==> config.mk <==
export PLATFORM = sky130hd
export DESIGN_NAME = halt_sleep_ctrl
export DESIGN_NICKNAME = d
export VERILOG_FILES = /design/src/rtl/halt_sleep_ctrl.sv
export SDC_FILE = /design/constraint.sdc
export NUM_CORES = 1
export LEC_CHECK = 0
export ABC_CLOCK_PERIOD_IN_PS = 3500
export CORE_AREA = 8 8 48 50
export DETAILED_ROUTE_END_ITERATION = 10
export DIE_AREA = 0 0 56 58
export PLACE_DENSITY = 0.89
export SYNTH_ARGS = -nofsm -noshare
export SYNTH_HDL_FRONTEND = slang
export SYNTH_SLANG_ARGS = --single-unit
==> constraint.sdc <==
create_clock -name clk -period 3.5 [get_ports clk]
set_input_delay 0.525 -clock clk [delete_from_list [all_inputs] [get_ports clk]]
set_output_delay 0.525 -clock clk [all_outputs]
set_load 0.03 [all_outputs]
==> src/rtl/halt_sleep_ctrl.sv <==
// rtl/halt_sleep_ctrl.sv - HALT/SLP responder: freezes the CPU and OSC1 domain until a wake event arrives
module halt_sleep_ctrl #(
    parameter int RESTART_TICKS = 16,
    parameter int IRQ_COUNT     = 6
) (
    input  logic                 clk,
    input  logic                 reset_n,
    input  logic                 clk_en,
    input  logic                 halt_req,
    input  logic                 sleep_req,
    input  logic [IRQ_COUNT-1:0] irq_pending,
    input  logic                 irq_enable,
    input  logic                 key_wake,
    output logic                 cpu_run,
    output logic                 osc_stop,
    output logic                 halted,
    output logic                 sleeping,
    output logic                 wake_pulse,
    output logic [1:0]           wake_src
);

    localparam int CW = (RESTART_TICKS < 1) ? 1 : $clog2(RESTART_TICKS + 1);
    localparam logic [CW-1:0] TICKS = CW'(RESTART_TICKS);

    typedef enum logic [1:0] {
        ST_RUN     = 2'd0,
        ST_HALT    = 2'd1,
        ST_SLEEP   = 2'd2,
        ST_RESTART = 2'd3
    } state_t;

    localparam logic [1:0] SRC_NONE = 2'd0;
    localparam logic [1:0] SRC_IRQ  = 2'd1;
    localparam logic [1:0] SRC_KEY  = 2'd2;

    state_t        state_q;
    logic [CW-1:0] cnt_q;
    logic          cpu_run_q;
    logic          osc_stop_q;
    logic          halted_q;
    logic          sleeping_q;
    logic          wake_pulse_q;
    logic [1:0]    wake_src_q;

    always_ff @(posedge clk or negedge reset_n) begin
        if (!reset_n) begin
            state_q      <= ST_RUN;
            cnt_q        <= '0;
            cpu_run_q    <= 1'b1;
            osc_stop_q   <= 1'b0;
            halted_q     <= 1'b0;
            sleeping_q   <= 1'b0;
            wake_pulse_q <= 1'b0;
            wake_src_q   <= SRC_NONE;
        end else begin
            wake_pulse_q <= 1'b0;
            case (state_q)
                ST_RUN: begin
                    // SLP has priority when the decoder raises both requests together
                    if (sleep_req) begin
                        state_q    <= ST_SLEEP;
                        cpu_run_q  <= 1'b0;
                        sleeping_q <= 1'b1;
                        osc_stop_q <= 1'b1;
                        wake_src_q <= SRC_NONE;
                    end else if (halt_req) begin
                        state_q    <= ST_HALT;
                        cpu_run_q  <= 1'b0;
                        halted_q   <= 1'b1;
                        wake_src_q <= SRC_NONE;
                    end
                end
                ST_HALT: begin
                    if (irq_enable && (|irq_pending)) begin
                        state_q      <= ST_RUN;
                        cpu_run_q    <= 1'b1;
                        halted_q     <= 1'b0;
                        wake_pulse_q <= 1'b1;
                        wake_src_q   <= SRC_IRQ;
                    end
                end
                ST_SLEEP: begin
                    if (irq_enable && key_wake) begin
                        state_q    <= ST_RESTART;
                        osc_stop_q <= 1'b0;
                        cnt_q      <= '0;
                    end
                end
                ST_RESTART: begin
                    // Oscillator settles for RESTART_TICKS ticks; key release no longer matters here
                    if (cnt_q == TICKS) begin
                        state_q      <= ST_RUN;
                        cpu_run_q    <= 1'b1;
                        sleeping_q   <= 1'b0;
                        wake_pulse_q <= 1'b1;
                        wake_src_q   <= SRC_KEY;
                    end else if (clk_en && (cnt_q != {CW{1'b1}})) begin
                        cnt_q <= cnt_q + CW'(1);
                    end
                end
                default: begin
                    state_q    <= ST_RUN;
                    cpu_run_q  <= 1'b1;
                    osc_stop_q <= 1'b0;
                    halted_q   <= 1'b0;
                    sleeping_q <= 1'b0;
                end
            endcase
        end
    end

    assign cpu_run    = cpu_run_q;
    assign osc_stop   = osc_stop_q;
    assign halted     = halted_q;
    assign sleeping   = sleeping_q;
    assign wake_pulse = wake_pulse_q;
    assign wake_src   = wake_src_q;

endmodule

# Word level (Yosys, flattened, before mapping)
# Cells that the tools add are included.
# W data, S select, Z words.
dict set report op_classes {
  add_sub_neg 1
  n_eq_ne 14
  mux 32
  n_reduce_logical 16
}
# op count
set op_table {}
lappend op_table {{$mux W2} 9}
lappend op_table {{$ne A2 B2 Y1 const B} 8}
lappend op_table {{$reduce_and A4 Y1} 4}
lappend op_table {{$mux W5} 3}
lappend op_table {{$mux W1} 12}
lappend op_table {{$pmux W5 S2} 1}
lappend op_table {{$pmux W1 S2} 4}
lappend op_table {{$pmux W2 S4} 1}
lappend op_table {{$reduce_bool A2 Y1} 4}
lappend op_table {{$pmux W2 S3} 1}
lappend op_table {{$reduce_and A3 Y1} 2}
lappend op_table {{$reduce_or A6 Y1} 1}
lappend op_table {{$add A5 B1 Y5 const B} 1}
lappend op_table {{$eq A5 B5 Y1 const B} 1}
lappend op_table {{$ne A5 B5 Y1 const B} 1}
lappend op_table {{$eq A2 B2 Y1 const B} 2}
lappend op_table {{$logic_and A1 B1 Y1} 3}
lappend op_table {{$ne A3 B3 Y1 const B} 1}
lappend op_table {{$pmux W1 S3} 1}
lappend op_table {{$reduce_bool A3 Y1} 1}
lappend op_table {{$eq A2 B1 Y1 const B} 1}
lappend op_table {{$logic_not A2 Y1} 1}
dict set report word_totals {
  ff_bits 14
  input_bits 13
  out_inout_bits 7
  word_cells 71
}

# Logic depth before layout (Yosys ltp)
# Gate-level depths: netlist of the first run.
dict set report logic_depth {
  depth_word 5
  ltp_mapped 6
  depth_no_buf 6
}

# Least setup slack after synthesis of the first run
# No wires, ideal clock.
dict set report synth_path {
  path_kind {reg2reg}
  start {register cnt_q[0]}
  end {register cnt_q[4]}
  setup_time_ns 0.126
  arrival_time_ns 1.616
  required_ns 3.374
  slack_ns 1.758
  path_stages_with_launch 7
  path_buffers 0
  path_cell_list {dfrtp_1 > ha_1 > and3_1 > ha_1 > and4b_1 > nor2_1 > a221o_1}
}
dict set report synth_between {
  elab_chain_len 4
  word_cells_on_any_way 10
  cone_classes {add/sub: 1; eq/ne: 4; mux: 3; reduce/logical: 2}
}
# item line
set synth_lines {}
lappend synth_lines {{from (decl)} 37} ;# logic [CW-1:0] cnt_q;
lappend synth_lines {{from (signal assigned)} 98} ;# cnt_q <= cnt_q + CW'(1);
lappend synth_lines {{$add A5 B1 Y5 / $ne A5 B5 Y1 (equally long branches)} {98, 97}}
lappend synth_lines {{$mux W5 / $logic_and A1 B1 Y1 (equally long branches)} 97} ;# end else if (clk_en && (cnt_q != {CW{1'b1}})) begin
lappend synth_lines {{$mux W5 / $ne A2 B2 Y1 (equally long branches)} --}
lappend synth_lines {{$pmux W5 S2 / $reduce_and A4 Y1 (equally long branches)} --}
# Several ways; a longest one is shown, not always the timed one. The select of a mux whose other input is x is not followed.
# A chain may end at the register's enable or synchronous reset.

# Worst setup path after layout of the first run
dict set report layout_path {
  start {register cpu_run_q, in the netlist cpu_run}
  end {output cpu_run}
}
# item line
set layout_lines {}
lappend layout_lines {{from (decl)} 38} ;# logic cpu_run_q;
lappend layout_lines {{from (signal assigned)} 49} ;# cpu_run_q <= 1'b1;
lappend layout_lines {{from (signal assigned)} 62} ;# cpu_run_q <= 1'b0;
lappend layout_lines {{from (signal assigned)} 68} ;# cpu_run_q <= 1'b0;
lappend layout_lines {{to (decl)} 14} ;# output logic cpu_run,
# No word-level cell between the ends.

==> results by stage, run 1 <==
Setup path:
- The depth of the worst register-to-register path is 6.
- The source of the worst register-to-register timing path is cnt_q[0].
- The worst setup path is launched from a flop.
- On the critical path, the stage with the largest delay is an instance of clkdlybuf4s50_1.
- Counting both buffers and inverters, the worst setup path holds a total of 1.
- Across all register-to-register paths, the minimum setup slack is approximately 1.6 ns.
- The type of element capturing the critical path is an output pin.
- The delay of the slowest cell on the worst path is roughly 0.66 ns.
- The endpoint identified for the worst register-to-register timing path is cnt_q[4].
- The data required time at the worst endpoint is approximately 3 ns.
- The signal on the critical path passes through clkdlybuf4s50_1.
- The largest delay contributor family on the critical path is buffers and inverters.
- By startpoint and endpoint, the worst setup path is classified as reg -> out.
- In this run the worst path has a maximum fanout of 2.
- For the worst setup path, the data arrival time is 1.49 ns.

CTS:
- In this run the number of H-tree levels came out at 1.
- The number of buffers added for setup after CTS is 0.
- In this run, post-CTS hold repair placed 0 buffers.
- The number of clock buffers inserted by TritonCTS is 3.
- After clock tree synthesis, the clock-pin slew on the worst setup and hold paths is 0.09 ns.
- The clock passes through at most 2 buffers.
- The clock latency on the worst-skew pair is roughly 0.28 ns.
- TritonCTS built the clock tree.
- Once the clock tree was built, the resizer swapped 0 gates to a different size.
- Clock tree synthesis found a total of 14 sinks.
- The root buffer selected by CTS is clkbuf_4.

Yosys:
- In the synthesized netlist, the number of instances is just under 70.
- Counting flops and latches in the post-synthesis netlist gives 14.
- The number of library cell types mapped by synthesis is 32.
- For this run, the register share of the synthesized area comes to between 40 and 50%.
- The net count of the mapped netlist is 84.
- Yosys printed 0 warnings.
- The synthesized cell area is 744.5 um2.
- The post-synthesis area per instance is roughly 11 um2.

Timing:
- The worst pin sits at a relative slew slack of around three fifths.
- Hold is met by 0.5218 ns.
- The share of the cycle needed by the critical path after routing is 57.59%.
- Setup violations remaining at the end of the flow were counted as 0.
- The maximum clock frequency is a little under 0.5 GHz.
- Adding up every negative setup slack in the final design gives 0 ns.
- The slew of the pin with the lowest slew margin is around 0.60 ns.
- The shortest clock period the worst path allows after layout is 2.016 ns.
- The final-report max-slew violation count is 0.
- The final-report hold violation count is 0.
- The clock skew is 0.003270 ns.
- Setup repair after global routing left no endpoint under its margin.

Run status:
- The flow ran to the end, and the final reports show no timing, DRC or antenna violations.

GRT:
- The largest net degree at the start of global routing is 15.
- The number of global-route vias before repair was about 660.
- The total global-route track usage is about 11%.
- After global routing the overflow that remains totals 0.
- The global-route wire length before repair is between 2 and 3 mm.
- The initial antenna violation count is 0.

Floorplanning:
- The initial standard-cell utilization of the core is 46.12%.
- The total area inside the core boundary comes to 1614 um2.
- The number of top-level pins is 20.
- The die covers 3248 um2.
- Row generation in the floorplan step produced 15 rows.
- The horizontal die dimension is between 50 and 60 um.
- In this run the vertical extent of the chip is approximately 58 um.

Finish:
- Cells with a size suffix above 1 make up between 10% and 20% of the layout.
- The count of cells in the finished layout, fillers not included, comes to between 100 and 150.
- The area added between synthesis and finish is 30.76%.
- With fillers left out, the area of the finished cells amounts to 973.4 um2.
- The number of nets in the finished design is 106.
- The number of antenna repair diodes is 0.

Place:
- The post-detailed-placement cell area is 937.1 um2.
- The final RePlAce weighted congestion is roughly 0.77.
- In this run the tool buffered the top-level ports with 19 buffer cells.
- The number of placed instances with taps included is 102.
- The estimated wirelength of the detail-placed design is about 1.3 mm.

Flow run:
- The tool flagged a number of max-cap violations equal to 0.

Routing:
- The routed layout has approximately 660 vias.
- The DRC violation total after the first TritonRoute iteration is 20.
- The number of vias per cell after detailed routing is ~6.3.
- The number of optimization iterations in the first detailed-route pass is 4.
- The detail route stage leaves a number of antenna-violating nets equal to 0.
- After detailed routing, the number of remaining DRC violations is 0.
- The routed length per instance is about 16 um.
- The routed wire length is 1.720 mm.

Min path:
- The endpoint of the worst hold path is halted.
- The startpoint identified for the worst hold timing path is halted.
- The worst hold path was traced through 2 stages.
- The path class of the tightest hold or removal check is reg -> reg.

Power:
- The analysis attributes to cell leakage a power of between 0.4 and 0.5 nW.
- In this run the power density over the cells is about 720 nW/um2.
- The worst supply voltage drop on vdd is between 300 and 400 uV.
metrics by stage:
stage / power, mW / worst slack, ns / utilization, %
floorplan: 0.4833 / 1.758 / -
global placement: 0.5716 / 1.629 / 58.06
detailed placement: 0.5830 / 1.554 / 58.06
CTS: 0.7021 / 1.481 / 60.31
global route: 0.7430 / 1.441 / 60.31
finish: 0.6992 / 1.484 / 60.31
cells in the mapped netlist (all sizes together):
cell	n	area, um2
a211o	3	26.28
a211oi	1	12.51
a21oi	4	20.02
a221o	1	10.01
a22o	1	8.760
a311oi	1	8.760
a31o	1	8.760
and3	2	12.51
and4b	2	20.02
buf	2	18.77
dfrtp	13	325.3
dfstp	1	26.28
ha	3	37.54
inv	4	15.01
mux2	1	11.26
nand2	3	18.77
nand3	1	5.000
nand4b	1	8.760
nand4bb	1	11.26
nor2	6	22.52
nor3	2	10.01
nor3b	1	7.510
nor4	1	6.260
nor4bb	1	16.27
o211ai	1	7.510
o21ai	4	20.02
o221a	1	11.26
o22ai	3	18.77
o2bb2ai	1	8.760
or4b	1	10.01
routing by layer:
layer  wire length, um  global-route usage [%]  vias up
met2               905                   18.86       23
met3                86                   2.620        4
li1                  -                       -      305
met5                 0                       0        -
met1               689                   12.07      331
met4                39                   6.186        0
cell usage in the layout, fill, tap and decap left out, drive strengths merged, types with 2 or more instances in the layout:
cell,count
a211o,3
a21oi,4
and3,2
and4b,2
clkbuf,4
clkdlybuf4s50,19
dfrtp,13
ha,3
inv,4
nand2,3
nor2,6
nor3,2
o21ai,4
o22ai,3
logic make-up (layout without fill, tap and decap cells):
| logic type | after synthesis | count (layout) | share of synthesized area [%] |
|---|---|---|---|
| simple gates | 22 | 22 | 20.00 |
| flops | 14 | 14 | 47.23 |
| fa+ha+maj | 3 | 3 | 5.043 |
| compound gates | 22 | 22 | 21.68 |
| buf+inv | 6 | 27 | 4.537 |
| mux | 1 | 1 | 1.512 |
registers in the layout, summed over array words and instances (netlist names):
register and count:
osc_stop 1, halted 1, wake_pulse 1, cpu_run 1, sleeping 1, cnt_q 5, state_q 2, wake_src 2
where the power goes:
part           internal [mW]  switching, mW
Clock                 0.0633         0.0524
Sequential             0.222         0.0660
Combinational          0.146          0.150
worst max path at each step:
stage / from / to / cells after the start
floorplan: cnt_q[0] / cnt_q[4] / 6
global route: cpu_run / cpu_run / 1
CTS: cpu_run / cpu_run / 1
finish: cpu_run / cpu_run / 1
global placement: irq_pending[1] / wake_src[0] / 4
detailed placement: irq_pending[1] / wake_src[0] / 4
layout make-up:
cell class,count,area [um2]
Fill cell,124,640.6
Multi-Input combinational cell,48,359.1
Sequential cell,14,351.6
Timing Repair Buffer,19,190.2
Clock buffer,4,36.28
Tap cell,17,21.27
Inverter,4,15.01
No activity file was read; power rests on OpenSTA's default activity.
==> run 2, diff against run 1 <==
ABC_CLOCK_PERIOD_IN_PS = 1990   (was 3500)
CORE_AREA = 8 8 50 52   (was 8 8 48 50)
DIE_AREA = 0 0 58 60   (was 0 0 56 58)
PLACE_DENSITY = 0.83   (was 0.89)
clock period = 1.99 ns   (was 3.5 ns; I/O delays follow)
==> results by stage, run 2 (same netlist as run 1, synthesis figures left out) <==
Run status:
- The run finished with clean final reports.

CTS:
- The number of buffers added for setup after CTS came to 0 (unchanged).
- The maximum root-to-sink buffer count is 2 (unchanged).
- The clock edge transition at the registers on the reported setup and hold paths is 0.08 ns (about the same).
- The TritonCTS clock tree is built.
- The root buffer selected by CTS is clkbuf_4.
- The number of gates resized after CTS is 0 (unchanged).
- The clock latency on the worst-skew pair is 0.29 ns (about the same).
- The number of hold buffers added after cts is 0 (unchanged).
- The number of H-tree levels came to 1 (unchanged).
- The number of clock sinks came to 14 (unchanged).
- The number of clock buffers inserted by TritonCTS is 3 (unchanged).

GRT:
- The number of global-route vias before repair is 651 (-1.7%).
- The initial antenna violation count is 0 (unchanged).
- The global route total overflow was 0 (unchanged).
- The largest net degree at the start of global routing is 15 (unchanged).
- The total global-route track usage is 11.29% (+0.33 points).
- The global-route wire length before repair is 2.967 mm (unchanged).

Routing:
- The total DRC errors in the routed layout is 0 (unchanged).
- The detailed-route via count is 640 (-3.5%).
- The remaining antenna violation count after routing is 0 (unchanged).
- The routed length per instance is 16.59 um (+2.2%).
- The number of optimization iterations in the first detailed-route pass is 5 (+1).
- The number of vias per cell after detailed routing is 5.981 (-4.4%).
- The routed wire length is 1.775 mm (+3.2%).
- The DRC violation total after the first TritonRoute iteration is 23 (+15%).

Floorplanning:
- The horizontal die dimension is 58 um (+3.6%).
- The height of the die is 60 um (+3.4%).
- The core area was 1802 um2 (+12%).
- The number of cell rows is 16 (+1).
- The number of top-level pins was 20 (unchanged).
- The die area is 3480 um2 (+7.1%).
- The initial standard-cell utilization of the core is 41.32% (-4.8 points).

Place:
- The count of port buffers added during placement is 19 (unchanged).
- The estimated wirelength of the detail-placed design is 1.404 mm (+4.7%).
- The final RePlAce weighted congestion is 0.7701 (-0.21%).

Finish:
- The number of nets in the finished design was 106 (unchanged).
- The final core area utilization was 53.54% (-6.8 points).
- The number of flip-flops under the largest register name is 5 (unchanged).
- Leaving out fill and tap cells, the most frequent cell in the layout is clkdlybuf4s50_1.
- The share of post-route cells with drive strength above 1 was 11.24% (-1.1 points).
- Relative to the synthesized area, the layout overhead comes to 29.58%.
- Ranked by flip-flop count, first place goes to cnt_q.
- The library cells used most frequently in the layout, excluding fill and tap cells, are clkdlybuf4s50_1, dfrtp_1, nor2_1.
- The number of antenna repair diodes came to 0 (unchanged).

Timing:
- The aggregate negative setup slack came to 0 ns (unchanged).
- The smallest clock period supported by the final layout is computed as 1.872 ns.
- The clock skew is 0.01226 ns (+0.008994 ns).
- Derived from the worst setup path, the maximum achievable clock frequency is 0.5343 GHz.
- The final-report setup violation count is 0 (unchanged).
- The final-report hold violation count was 0 (unchanged).
- The share of the cycle needed by the critical path after routing is ~94%.
- Setup repair after global routing left no endpoint under its margin.
- The slew of the pin with the lowest slew margin was 0.6171 ns (+0.01476 ns).
- The final-report max-slew violation count was 0 (unchanged).
- The tightest hold margin came to 0.3911 ns (-0.1307 ns).
- The remaining max-slew budget at the tightest pin is 58.73% (-0.99 points).

Setup path:
- By startpoint and endpoint, the worst setup path is classified as reg -> reg.
- The depth of the worst register-to-register path is 6 (unchanged).
- The nature of the critical path startpoint is a flop.
- The highest fanout seen on the critical path is 4 (+2).
- The worst-case register-to-register setup slack is 0.12 ns (-1.45 ns).
- The data arrival time of the critical path came to 2.05 ns (+0.56 ns).
- The data required time at the worst endpoint came to 2.17 ns (-0.80 ns).
- The startpoint identified for the worst register-to-register timing path is cnt_q[0].
- The type of element capturing the critical path is a flop.
- The endpoint of the worst register-to-register path is cnt_q[4].

Power:
- The static power due to leakage is 0.4234 nW (-1.4%).
- The worst supply voltage drop on vdd was 757.0 uV (+100%).
- The total power is 1.189 mW (+70%).
- The ratio of total power to cell area is 1233 nW/um2 (+72%).

Flow run:
- The number of max-cap violations is 0 (unchanged).

Min path:
- The classification of the worst-slack hold path is in -> async.
[run 2: report_power, final]
part           internal (mW)  leakage (nW)  switching [mW]
registers              0.390         0.168           0.112
clock network         0.0779        0.0150          0.0884
logic                  0.258         0.240           0.263
total                  0.726         0.423           0.464
[run 2: layout make-up]
type	instances	area, um2
Tap cell	18	22.52
Fill cell	162	837.1
Multi-Input combinational cell	48	359.1
Inverter	4	15.01
Clock buffer	4	26.28
Sequential cell	14	351.6
Timing Repair Buffer	19	190.2
[run 2: how the worst max path moves through the flow]
stage	slack, ns	from	end
after detailed placement	0.13	cnt_q[0]	cnt_q[4]
after global placement	0.21	cnt_q[0]	cnt_q[4]
after floorplan	0.25	cnt_q[0]	cnt_q[4]
after global routing	0.01	cnt_q[0]	cnt_q[4]
after CTS	0.12	cnt_q[0]	cnt_q[4]
final	0.12	cnt_q[0]	cnt_q[4]
[run 2: worst max-delay path, stage by stage (launching register included)]
cell and delay (ns):
dfrtp_1 0.41, ha_1 0.24, and3_1 0.17, ha_1 0.18
and4b_1 0.32, nor2_1 0.10, a221o_1 0.35
[run 2: stage by stage]
stage                     instances  cell area (um2)  setup WS [ns]
final                           107            964.7         0.1185
after global routing            107            964.7        0.01213
after CTS                       107            964.7         0.1188
after detailed placement        103            938.4         0.1282
after global placement          103            938.4         0.2089
after floorplan                  68            744.5         0.2476
[run 2: metal layers]
layer / GRT usage (%) / part of all wire, % / wire length [um]
met5: 0 / 0 / 0
met4: 4.545 / 0.23 / 4
met3: 4.946 / 4.4 / 78
met2: 18.31 / 52 / 917
met1: 12.69 / 44 / 775
==> run 3, diff against run 2 <==
CORE_AREA = 8 8 59 61   (was 8 8 50 52)
DIE_AREA = 0 0 67 69   (was 0 0 58 60)
PLACE_DENSITY = 0.63   (was 0.83)
==> results by stage, run 3 (same netlist as run 1, synthesis figures left out) <==
Run status:
- The run finished with clean final reports.

Setup path:
- On the critical path, the stage with the largest delay is an instance of dfrtp_1.
- STA classifies the critical path startpoint as a flop.
- The critical path start-end classification is reg -> reg.
- The critical path startpoint is cnt_q[0].
- The endpoint of the worst setup timing path is cnt_q[4].
- The instance count on the critical path is 6 (unchanged).
- The data required time at the worst endpoint is 2.15 ns (-0.02 ns).
- The source of the worst register-to-register timing path is cnt_q[0].
- The depth of the worst register-to-register path is 6 (unchanged).
- The worst-case register-to-register setup slack is 0.10 ns (-0.02 ns).
- STA classifies the critical path endpoint as a flop.
- The most numerous cell type found on the critical path is ha_1.
- The cell family contributing the most delay on the critical path is simple AND/OR/NAND/NOR gates.
- The highest fanout seen on the critical path is 4 (unchanged).
- The delay of the slowest cell on the worst path is 0.42 ns (about the same).
- The data arrival time of the critical path is 2.05 ns (about the same).
- The signal on the critical path passes through ha_1, and3_1, ha_1, and4b_1, nor2_1, a221o_1.
- The combined buffer and inverter count along the critical path was 0 (unchanged).
- The endpoint of the worst register-to-register path is cnt_q[4].

Finish:
- The share of post-route cells with drive strength above 1 is 11.24% (unchanged).
- The number of nets in the finished design came to 106 (unchanged).
- The post-layout instance area is 980.9 um2 (+1.7%).
- Compared with the post-synthesis result, the final layout area differs by 31.76%.
- The most common library cell in the layout ignoring fill and taps is clkdlybuf4s50_1.
- The library cells used most frequently in the layout, excluding fill and tap cells, are clkdlybuf4s50_1, dfrtp_1, nor2_1.
- The final core area utilization is 37.51% (-16 points).
- The register containing the most flip-flops in the final layout is cnt_q.
- The number of flip-flops under the largest register name is 5 (unchanged).
- The fill cell instance count of the final layout is 274 (+69%).
- The number of antenna repair diodes was 0 (unchanged).

Routing:
- The routed length per instance is 15.02 um (-9.5%).
- The total DRC errors in the routed layout is 0 (unchanged).
- The number of optimization iterations in the first detailed-route pass came to 4 (-1).
- The DRC violation total after the first TritonRoute iteration is 20 (-13%).
- The routed wire length came to 1.802 mm (+1.5%).
- The detailed-route via count is 624 (-2.5%).
- The number of vias per cell after detailed routing is 5.200 (-13%).
- The remaining antenna violation count after routing is 0 (unchanged).

CTS:
- The number of clock sinks was 14 (unchanged).
- The root buffer selected by CTS is clkbuf_4.
- The TritonCTS clock tree is built.
- The number of clock buffers inserted by TritonCTS is 3 (unchanged).
- The clock edge transition at the registers on the reported setup and hold paths came to 0.09 ns (about the same).
- The clock latency on the worst-skew pair is 0.27 ns (-0.02 ns).
- The number of gates resized after CTS is 0 (unchanged).
- The maximum root-to-sink buffer count is 2 (unchanged).
- The number of H-tree levels is 1 (unchanged).
- The number of hold buffers added after cts is 0 (unchanged).
- The number of buffers added for setup after CTS was 0 (unchanged).

Timing:
- The final-report hold violation count was 0 (unchanged).
- The shortest clock period the worst path allows after layout is 1.890 ns (+0.01820 ns).
- The maximum clock frequency came to 0.5292 GHz (-0.96%).
- Setup repair after global routing left no endpoint under its margin.
- The slew of the pin with the lowest slew margin is 0.6271 ns (+0.009971 ns).
- The share of the cycle needed by the critical path after routing came to 94.96% (+0.91 points).
- The aggregate negative setup slack is 0 ns (unchanged).
- The remaining max-slew budget at the tightest pin is 58.06% (-0.67 points).
- The clock skew is 0.003190 ns (-0.009075 ns).
- The final-report max-slew violation count was 0 (unchanged).
- The final-report setup violation count is 0 (unchanged).
- The post-layout worst setup margin is 0.1003 ns (-0.01820 ns).

Place:
- The final RePlAce weighted congestion was 0.7529 (-2.2%).
- The setup slack at placement is 0.1486 ns (+0.02042 ns).
- The count of port buffers added during placement is 19 (unchanged).
- The estimated wirelength of the detail-placed design is 1.375 mm (-2.0%).
- The post-detailed-placement cell area is 954.7 um2 (+1.7%).

Floorplanning:
- The number of cell rows is 19 (+3).
- The height of the die was 69 um (+15%).
- The initial standard-cell utilization of the core came to 28.47% (-13 points).
- The horizontal die dimension is 67 um (+16%).
- The number of top-level pins is 20 (unchanged).
- The die area was 4623 um2 (+33%).
- The core area came to 2615 um2 (+45%).

GRT:
- The global-route wire length before repair was 3.091 mm (+4.2%).
- The largest net degree at the start of global routing was 15 (unchanged).
- The global route total overflow is 0 (unchanged).
- The met2 capacity usage during global routing was 11.17% (-7.1 points).
- The total global-route track usage came to 8.672% (-2.6 points).
- The initial antenna violation count is 0 (unchanged).
- The met3 routing resource usage after global routing came to 3.231% (-1.7 points).
- The met1 routing resource usage after global routing was 10.98% (-1.7 points).
- met2 is the most crowded layer.
- The number of global-route vias before repair was 638 (-2.0%).

Min path:
- The min-delay analysis places its worst path in the category in -> async.

Flow run:
- The number of max-cap violations is 0 (unchanged).

Power:
- The ratio of total power to cell area came to 1213 nW/um2 (-1.7%).
- The worst supply voltage drop on vdd came to 671.7 uV (-11%).
- The static power due to leakage is 0.4234 nW (unchanged).
[run 3: cell counts in the layout (fill, tap and decap cells not counted)]
Identical to the previous run, type by type.
[run 3: cell type report]
cell class | instances | area [um2] | area share, %
sequential | 14 | 351.6 | 35.84
clock buffer | 4 | 26.28 | 2.679
timing repair buffer | 19 | 190.2 | 19.39
inverter | 4 | 15.01 | 1.531
multi-input combinational | 48 | 359.1 | 36.61
tap | 31 | 38.79 | 3.954
[run 3: worst reg2reg max path: cells and delay by family, from the launching register on]
kind,cells,cell delay [ns]
AND/OR/NAND/NOR,3,0.59
flip-flops,1,0.42
adder cells (fa/ha/maj),2,0.42
AO/OA/AOI/OAI,1,0.36
[run 3: worst min path at each step]
stage                            from          end  cells past startpoint
final                         reset_n     cnt_q[0]                      1
after global routing          reset_n     cnt_q[0]                      1
after CTS                     reset_n     cnt_q[0]                      1
after detailed placement       halted       halted                      2
after global placement    wake_src[1]  wake_src[1]                      1
after floorplan               reset_n     cnt_q[0]                      0
[run 3: report_power, final]
part	leakage (nW)	internal, mW	switching (mW)
logic	0.240	0.258	0.263
registers	0.168	0.390	0.111
clock network	0.0150	0.0777	0.0908
[run 3: routing by layer]
| layer | vias up | part of all wire, % |
|---|---|---|
| li1 | 305 | - |
| met1 | 294 | 44 |
| met2 | 23 | 45 |
| met3 | 2 | 9.4 |
| met4 | 0 | 2.2 |
| met5 | - | 0 |
[run 3: stage by stage]
step,cells,hold WS [ns],total power [mW]
CTS,120,0.4326,1.200
finish,120,0.4055,1.189
global placement,116,0.4990,1.014
floorplan,68,0.002909,0.8499
global route,120,0.4491,1.287
detailed placement,116,0.4971,1.029
